File: config.mk
export PLATFORM = sky130hd
export DESIGN_NAME = mc_control_fsm
export DESIGN_NICKNAME = d
export VERILOG_FILES = /design/src/rtl/mc_control_fsm.sv
export SDC_FILE = /design/constraint.sdc
export NUM_CORES = 1
export LEC_CHECK = 0
export CORE_ASPECT_RATIO = 0.5
export CORE_UTILIZATION = 30
export CTS_CLUSTER_SIZE = 40
export DETAILED_ROUTE_END_ITERATION = 12
export GPL_TIMING_DRIVEN = 0
export PLACE_DENSITY = 0.6
export SLEW_MARGIN = 20
export SYNTH_ARGS = -nofsm -noshare
export SYNTH_HDL_FRONTEND = slang
export SYNTH_SLANG_ARGS = --single-unit
File: constraint.sdc
create_clock -name clk -period 7.32 [get_ports clk]
set_input_delay 1.098 -clock clk [delete_from_list [all_inputs] [get_ports clk]]
set_output_delay 1.098 -clock clk [all_outputs]
set_load 0.03 [all_outputs]
File: src/rtl/mc_control_fsm.sv
`default_nettype none
// ============================================================================
// Module   : mc_control_fsm
// Purpose  : Multi-cycle IF/ID/EX/MEM/WB control sequencer with memory-ready
//            stalls, sticky HALT on illegal opcodes and a retired counter.
//            Optional MC_LOGIC_IMM_EN enables ANDI/ORI/XORI.
// Revision : 1.0 - initial release
// ============================================================================
module mc_control_fsm (
  input  logic        clk,
  input  logic        rst,
  input  logic [5:0]  opcode,
  input  logic [5:0]  funct,
  input  logic        alu_zero,
  input  logic        mem_ready,
  output logic        pc_we,
  output logic        ir_we,
  output logic        reg_we,
  output logic        mem_re,
  output logic        mem_we,
  output logic [3:0]  alu_op,
  output logic        alu_src_b,
  output logic        ext_sign,
  output logic        reg_dst,
  output logic        mem_to_reg,
  output logic [1:0]  pc_src,
  output logic [2:0]  stage,
  output logic        halted,
  output logic        instr_done,
  output logic [31:0] retired
);

  localparam logic [2:0] c_ST_IF   = 3'd0;
  localparam logic [2:0] c_ST_ID   = 3'd1;
  localparam logic [2:0] c_ST_EX   = 3'd2;
  localparam logic [2:0] c_ST_MEM  = 3'd3;
  localparam logic [2:0] c_ST_WB   = 3'd4;
  localparam logic [2:0] c_ST_HALT = 3'd7;

  localparam logic [5:0] c_OP_RTYPE = 6'b000000;
  localparam logic [5:0] c_OP_J     = 6'b000010;
  localparam logic [5:0] c_OP_BEQ   = 6'b000100;
  localparam logic [5:0] c_OP_BNE   = 6'b000101;
  localparam logic [5:0] c_OP_ADDI  = 6'b001000;
  localparam logic [5:0] c_OP_LW    = 6'b100011;
  localparam logic [5:0] c_OP_SW    = 6'b101011;

  localparam logic [3:0] c_ALU_ADD = 4'd0;
  localparam logic [3:0] c_ALU_SUB = 4'd1;
  localparam logic [3:0] c_ALU_AND = 4'd2;
  localparam logic [3:0] c_ALU_OR  = 4'd3;
  localparam logic [3:0] c_ALU_XOR = 4'd4;
  localparam logic [3:0] c_ALU_SLT = 4'd5;

  logic [2:0]  r_state;
  logic [2:0]  w_next;
  logic [31:0] r_retired;

  logic       w_is_r, w_is_j, w_is_beq, w_is_bne, w_is_addi, w_is_lw, w_is_sw;
  logic       w_is_limm, w_r_legal, w_legal;
  logic [3:0] w_r_op, w_limm_op;

  assign w_is_r    = (opcode == c_OP_RTYPE);
  assign w_is_j    = (opcode == c_OP_J);
  assign w_is_beq  = (opcode == c_OP_BEQ);
  assign w_is_bne  = (opcode == c_OP_BNE);
  assign w_is_addi = (opcode == c_OP_ADDI);
  assign w_is_lw   = (opcode == c_OP_LW);
  assign w_is_sw   = (opcode == c_OP_SW);

`ifdef MC_LOGIC_IMM_EN
  localparam logic [5:0] c_OP_ANDI = 6'b001100;
  localparam logic [5:0] c_OP_ORI  = 6'b001101;
  localparam logic [5:0] c_OP_XORI = 6'b001110;

  assign w_is_limm = (opcode == c_OP_ANDI) || (opcode == c_OP_ORI) || (opcode == c_OP_XORI);
  assign w_limm_op = (opcode == c_OP_ANDI) ? c_ALU_AND :
                     (opcode == c_OP_ORI)  ? c_ALU_OR  : c_ALU_XOR;
`else
  assign w_is_limm = 1'b0;
  assign w_limm_op = c_ALU_ADD;
`endif

  always_comb begin
    w_r_legal = 1'b1;
    w_r_op    = c_ALU_ADD;
    case (funct)
      6'b100000: w_r_op = c_ALU_ADD;
      6'b100010: w_r_op = c_ALU_SUB;
      6'b100100: w_r_op = c_ALU_AND;
      6'b100101: w_r_op = c_ALU_OR;
      6'b100110: w_r_op = c_ALU_XOR;
      6'b101010: w_r_op = c_ALU_SLT;
      default:   w_r_legal = 1'b0;
    endcase
  end

  assign w_legal = w_is_addi | w_is_lw | w_is_sw | w_is_beq | w_is_bne |
                   w_is_limm | (w_is_r & w_r_legal);

  always_comb begin
    w_next     = r_state;
    pc_we      = 1'b0;
    ir_we      = 1'b0;
    reg_we     = 1'b0;
    mem_re     = 1'b0;
    mem_we     = 1'b0;
    alu_op     = c_ALU_ADD;
    alu_src_b  = 1'b0;
    ext_sign   = 1'b0;
    reg_dst    = 1'b0;
    mem_to_reg = 1'b0;
    pc_src     = 2'd0;
    halted     = 1'b0;
    instr_done = 1'b0;
    stage      = r_state;
    case (r_state)
      c_ST_IF: begin
        mem_re = 1'b1;
        if (mem_ready) begin
          ir_we  = 1'b1;
          pc_we  = 1'b1;
          w_next = c_ST_ID;
        end
      end
      c_ST_ID: begin
        if (w_is_j) begin
          pc_we      = 1'b1;
          pc_src     = 2'd2;
          instr_done = 1'b1;
          w_next     = c_ST_IF;
        end else if (w_legal) begin
          w_next = c_ST_EX;
        end else begin
          w_next = c_ST_HALT;
        end
      end
      c_ST_EX: begin
        if (w_is_r) begin
          alu_op = w_r_op;
          w_next = c_ST_WB;
        end else if (w_is_addi || w_is_lw || w_is_sw) begin
          alu_src_b = 1'b1;
          ext_sign  = 1'b1;
          w_next    = w_is_addi ? c_ST_WB : c_ST_MEM;
        end else if (w_is_beq || w_is_bne) begin
          alu_op     = c_ALU_SUB;
          ext_sign   = 1'b1;
          pc_src     = 2'd1;
          pc_we      = w_is_beq ? alu_zero : ~alu_zero;
          instr_done = 1'b1;
          w_next     = c_ST_IF;
        end else if (w_is_limm) begin
          alu_op    = w_limm_op;
          alu_src_b = 1'b1;
          w_next    = c_ST_WB;
        end else begin
          w_next = c_ST_HALT;
        end
      end
      c_ST_MEM: begin
        if (w_is_lw) begin
          mem_re = 1'b1;
          if (mem_ready) w_next = c_ST_WB;
        end else if (w_is_sw) begin
          mem_we = 1'b1;
          if (mem_ready) begin
            instr_done = 1'b1;
            w_next     = c_ST_IF;
          end
        end else begin
          w_next = c_ST_HALT;
        end
      end
      c_ST_WB: begin
        reg_we     = 1'b1;
        reg_dst    = w_is_r;
        mem_to_reg = w_is_lw;
        instr_done = 1'b1;
        w_next     = c_ST_IF;
      end
      c_ST_HALT: halted = 1'b1;
      default:   w_next = c_ST_HALT;
    endcase

    // Reset silences every control line, including an outstanding request.
    if (rst) begin
      pc_we      = 1'b0;
      ir_we      = 1'b0;
      reg_we     = 1'b0;
      mem_re     = 1'b0;
      mem_we     = 1'b0;
      alu_op     = c_ALU_ADD;
      alu_src_b  = 1'b0;
      ext_sign   = 1'b0;
      reg_dst    = 1'b0;
      mem_to_reg = 1'b0;
      pc_src     = 2'd0;
      halted     = 1'b0;
      instr_done = 1'b0;
      stage      = c_ST_IF;
    end
  end

  assign retired = rst ? 32'd0 : r_retired;

  always_ff @(posedge clk) begin
    if (rst) begin
      r_state   <= c_ST_IF;
      r_retired <= 32'd0;
    end else begin
      r_state <= w_next;
      if (instr_done) r_retired <= r_retired + 32'd1;
    end
  end

endmodule
`default_nettype wire

# After elaboration in Yosys (flattened, before gate mapping)

Cells that the tools add are included.

Reduce and logical (&&, ||, !) cells: 7
Multiplexer cells: 67
Bitwise gates (word level): 8
Add/subtract/negate cells: 1
Equal/unequal tests: 20

Operators with widths:

| operator                                      | count |
|---|---|
| == test 6 bit, second input constant          | 8 |
| 2-to-1 mux 1 bit                              | 43 |
| 2-to-1 mux 3 bit                              | 12 |
| adder 32 x 1 -> 32 bit, second input constant | 1 |
| 2-to-1 mux 32 bit                             | 1 |
| case mux 3 bit (6 select lines)               | 1 |
| case mux 3 bit (5 select lines)               | 1 |
| == test 6 x 3 -> 1 bit, second input constant | 2 |
| 2-to-1 mux 4 bit                              | 3 |
| == test 3 x 2 -> 1 bit, second input constant | 2 |
| == test 3 bit, second input constant          | 2 |
| == test 6 x 2 -> 1 bit, second input constant | 1 |
| == test 6 x 4 -> 1 bit, second input constant | 1 |
| zero test 6 bit                               | 1 |
| inequality test 3 bit, second input constant  | 2 |
| OR reduction 6 bit                            | 1 |
| OR 1 bit                                      | 5 |
| 2-to-1 mux 2 bit                              | 2 |
| case mux 1 bit (4 select lines)               | 1 |
| case mux 2 bit (2 select lines)               | 1 |
| AND reduction 4 bit                           | 1 |
| == test 3 x 1 -> 1 bit, second input constant | 1 |
| zero test 3 bit                               | 1 |
| logical OR 1 bit                              | 3 |
| 5 further kinds                               | 6 |

Bits in registers: 35
Logic and storage cells: 105

# Depth between registers and ports, before layout

Gate-level depths: netlist of run 1.

Word-level depth: 9
Mapped depth: 8
Mapped depth without buffers: 6

# Least setup slack after synthesis of run 1

OpenSTA, ideal clock, no wires.

Kind: in2out
Start: input opcode[1]
End: output pc_we
Arrival: 3.729 ns
Cell stages on the path: 5
Setup slack: 2.493 ns
Buffers on the path: 1
Cells stage by stage: buf_2 > or4b_1 > nor4_1 > a211oi_1 > a2111oi_0

Word-level cells in the longest chain between the ends: 7
Elaborated cells on any way between the ends: 17

RTL lines:

| element                                              | RTL line | source |
|---|---|---|
| from (decl)                                          | 12       | `input logic [5:0] opcode,` |
| == test 6 x 3 -> 1 bit, or another cell as far along | 65       | `assign w_is_beq = (opcode == c_OP_BEQ);` |
| 2-to-1 mux 1 bit, or another cell as far along       | 150      | `pc_we = w_is_beq ? alu_zero : ~alu_zero;` |
| 2-to-1 mux 1 bit or logical OR 1 bit (tied branches) | 146, 142 |  |
| 2-to-1 mux 1 bit                                     | 142      | `end else if (w_is_addi \|\| w_is_lw \|\| w_is_sw) begin` |
| 2-to-1 mux 1 bit                                     | 139      | `if (w_is_r) begin` |
| case mux 1 bit (3 select lines) *                    | 117      | `case (r_state)` |
| 2-to-1 mux 1 bit *                                   | 187      | `if (rst) begin` |
| to (decl)                                            | 16       | `output logic pc_we,` |

Every way passes the cells marked *; elsewhere a longest branch is shown, timed or not.

# Worst setup path in the final report of run 1

Start: input opcode[2]
End: output instr_done

Word-level cells in the longest chain between the ends: 7
Elaborated cells on any way between the ends: 18

RTL lines:

| element                                              | RTL line | source |
|---|---|---|
| == test 6 x 3 -> 1 bit, or another cell as far along | 65       |  |
| logical OR 1 bit, on equally long branches           | 146, 142 |  |
| 2-to-1 mux 1 bit or logical OR 1 bit (tied branches) | 146, 142 |  |
| 2-to-1 mux 1 bit                                     | 142      |  |
| 2-to-1 mux 1 bit                                     | 139      |  |
| case mux 1 bit (4 select lines) *                    | 117      |  |
| 2-to-1 mux 1 bit *                                   | 187      |  |
| to (decl)                                            | 29       | `output logic instr_done,` |

Marks and branches as above.

==> results of run 1 <==
[registers in the layout, indices dropped and copies added (netlist names)]
register	flops
r_state	3
r_retired	32
[layout make-up]
type                    instances  share of cell area
repair buffers                 62              0.1842
inverters                       6            0.006684
well taps                     108             0.04010
clock buffers                   8             0.04642
flip-flops and latches         35              0.2079
multi-input cells             258              0.4786
plain buffers                  25             0.03602
[through the flow]
step / area [µm²] / worst slack (ps) / hold WS, ps
global placement: 3213 / 2370 / 475.8
global route: 3369 / 2188 / 519.5
CTS: 3369 / 2270 / 496.2
finish: 3369 / 2268 / 497.8
floorplan: 2457 / 2493 / 456.0
detailed placement: 3213 / 2270 / 485.3
[power by group]
group / switching (W) / internal [W]
sequential: 0.0000131 / 0.000201
combinational: 0.000158 / 0.0000875
clock: 0.0000807 / 0.000145
total: 0.000252 / 0.000434
[how the worst max path moves through the flow]
| stage | start | end | slack, ps | cells past startpoint |
|---|---|---|---|---|
| after floorplan | opcode[1] | pc_we | 2490 | 5 |
| after detailed placement | opcode[2] | instr_done | 2270 | 7 |
| after global routing | opcode[2] | instr_done | 2190 | 7 |
| after global placement | opcode[2] | instr_done | 2370 | 7 |
| final | opcode[2] | instr_done | 2270 | 7 |
| after CTS | opcode[2] | instr_done | 2270 | 7 |
[worst register-to-register path, cell delays in order (launching register included)]
cell and delay [ps]:
dfxtp_1 440, nand4_1 230, nor3_1 950, nand2_1 110, nor4_1 460, mux2_2 390
[per-layer routing]
| metal | share of wire | wire (µm) | track usage | up-vias |
|---|---|---|---|---|
| met5 | 0 | 0 | 0 | - |
| met2 | 0.47 | 3673 | 0.3222 | 108 |
| li1 | - | - | - | 1350 |
| met1 | 0.45 | 3513 | 0.2374 | 1331 |
| met3 | 0.065 | 505 | 0.03398 | 8 |
| met4 | 0.012 | 91 | 0.06250 | 0 |
[placed cells by master, fill, tap and decap left out, drive strengths merged, types with 2 or more instances in the layout]
| master | netlist | layout |
|---|---|---|
| nand3 | 13 | 13 |
| mux2 | 8 | 8 |
| nand4 | 12 | 12 |
| and2 | 3 | 3 |
| inv | 5 | 5 |
| clkdlybuf4s50 | 0 | 62 |
| nand2b | 7 | 7 |
| nor4 | 9 | 9 |
| dfxtp | 35 | 35 |
| o31ai | 21 | 21 |
| nor3b | 2 | 2 |
| buf | 7 | 7 |
| o21ai | 8 | 8 |
| xnor2 | 2 | 2 |
| nor2 | 26 | 26 |
| nor2b | 32 | 32 |
| a21oi | 24 | 24 |
| a311oi | 2 | 2 |
| clkbuf | 18 | 26 |
| and4 | 2 | 2 |
| or3 | 4 | 4 |
| nor3 | 9 | 9 |
| or2 | 2 | 2 |
| and3 | 5 | 5 |
| nand2 | 24 | 24 |
| or4 | 22 | 22 |
| a211oi | 2 | 2 |
[logic make-up after synthesis]
logic type | synth area share
adder cells (fa/ha/maj) | 0.005091
other | 0.001526
flip-flops | 0.2851
AND/OR/NAND/NOR | 0.4119
buffers and inverters | 0.05855
multiplexers | 0.04073
XOR/XNOR | 0.01069
AO/OA/AOI/OAI | 0.1864
==> reports/results.txt, run 1 <==
Worst EP arrival - 3950 ps
Seq. cell area - 700.7 µm²
Final nets - 410
Synth Flop Type - dfxtp_1
Synthesized cell area - 2457 µm²
Largest net degree at the start of global routing - 11
Slew Limit Fails - 0
Die Footprint - 8579 µm²
CP startpoint kind - primary input
Die Y - 66.00 µm
Core footprint - 7625 µm²
Reg-to-Reg Start - r_retired[9]$_SDFFE_PP0P_
Async S/R FF share, synth - 0
DR pass1 iterations - 5
DR vias - 2797
Post-Syn Instances - 324
Iter 0 DRT Violations - 233
Global-route wire length before repair - 12590 µm
Most used cell, CP - clkdlybuf4s50_1
Antenna Cells - 0
GRT Util Overall - 0.1874
Site Rows - 22
Share of cells above drive strength 1 - 0.06853
Yosys cell types - 50
Synthesized flop and latch total - 35
HPWL Detailed - 5655 µm
Cell family with most CP delay - buffers and inverters
F_max - 197.9 MHz
IO Port Bufs - 62
R2R Path End - r_retired[31]$_SDFFE_PP0P_
Area of the multi-input gates - 1613 µm²
# setup viols final - 0
CTS Buffer Depth - 2
Most frequent cell after synthesis - dfxtp_1
Placer Congestion - 0.8099
Antenna violations before repair - 0
P per Cell Area - 203.6 nW/µm²
Synth Area per Inst - 7.584 µm²
Crit-path max FO - 10
Max VDD drop - 0.1001 mV
Minimum clock period - 5053 ps
R2r setup slk - 4630 ps
Number of enable flip-flop cells after synthesis - 0
CP max stage cell - clkdlybuf4s50_1
Clk root buf - clkbuf_16
Post-CTS setup buffers - 0
TritonCTS Buffers - 5
Fillers - 795
DRC - 0
Die width - 130.0 µm
Critical Path Sink Type - output pin
Area share of the largest cell type after synthesis - 0.2851
Slew HR - 0.2449
TritonCTS clock tree - yes
P&R area growth vs syn - 37.12%
Worst-Margin Slew - 1124 ps
CP Data Required Time - 6220 ps
Max-Cap Viols - 0
Hold Path Stages - 2
Fin crit share - 0.6902
Placed Cells - 494
Vias in the first global route - 2592
Static leakage - 1.054 nW
Clock latency on the worst-skew pair - 280 ps
Worst Skew - 3.010 ps
Synth area leaders - dfxtp_1, nor2b_1, o31ai_1
Critical path class - primary input to output pin
Commonest cells in the netlist - dfxtp_1, nor2b_1, nor2_1
Status - finished, final reports clean
Min-delay worst type - flip-flop to flip-flop
Hold-fix buffers at CTS - 0
Register area share after synthesis - 0.2851
WL final - 7783 µm
Reg2Reg Depth - 5
Post-cts sizing count - 0
Post-synth top area cell - dfxtp_1
RSZ-0062 raised after global routing - false
Post-Layout Cell Count - 502
Final Hold Viols - 0
H-tree depth - 2
Tot Pwr - 0.0006860 W
Syn_nets - 341
Hold worst-path end - r_retired[29]$_SDFFE_PP0P_
Fin Setup TNS - 0 ps
Clk sinks - 35
GR Overflow Total - 0
Crit-path max cell delay - 700 ps
WP buf/inv - 3
Antenna-violating nets left - 0
Avg Vias per Cell - 5.572
Synth warn - 0
Io pins - 68
Final Util - 0.4419
Clock transition at the registers of the reported paths - 50 ps
Hold path start - r_retired[29]$_SDFFE_PP0P_
Worst-path cell chain - clkdlybuf4s50_1, or4_4, o41ai_4, a22oi_2, clkbuf_1, nor2_1, clkdlybuf4s50_1
Initial Util - 0.3223
DR WL/cell - 15.50 µm
Power figures use the tool's default switching activity.
==> run 2: changes to the inputs <==
Clock period 7.32 ns to 4.98 ns, I/O delays scaled along.
==> results of run 2 <==
The final DEF is identical to that of run 1. Status: finished, final reports clean.
Among the figures that moved: setup slack after placement 2270 ps -> 631.8 ps; setup slack after layout 2268 ps -> 629.5 ps; register-to-register setup slack 4630 ps -> 2290 ps; total power 0.0006860 W -> 0.001008 W; worst IR drop on VDD 0.1001 mV -> 0.1471 mV
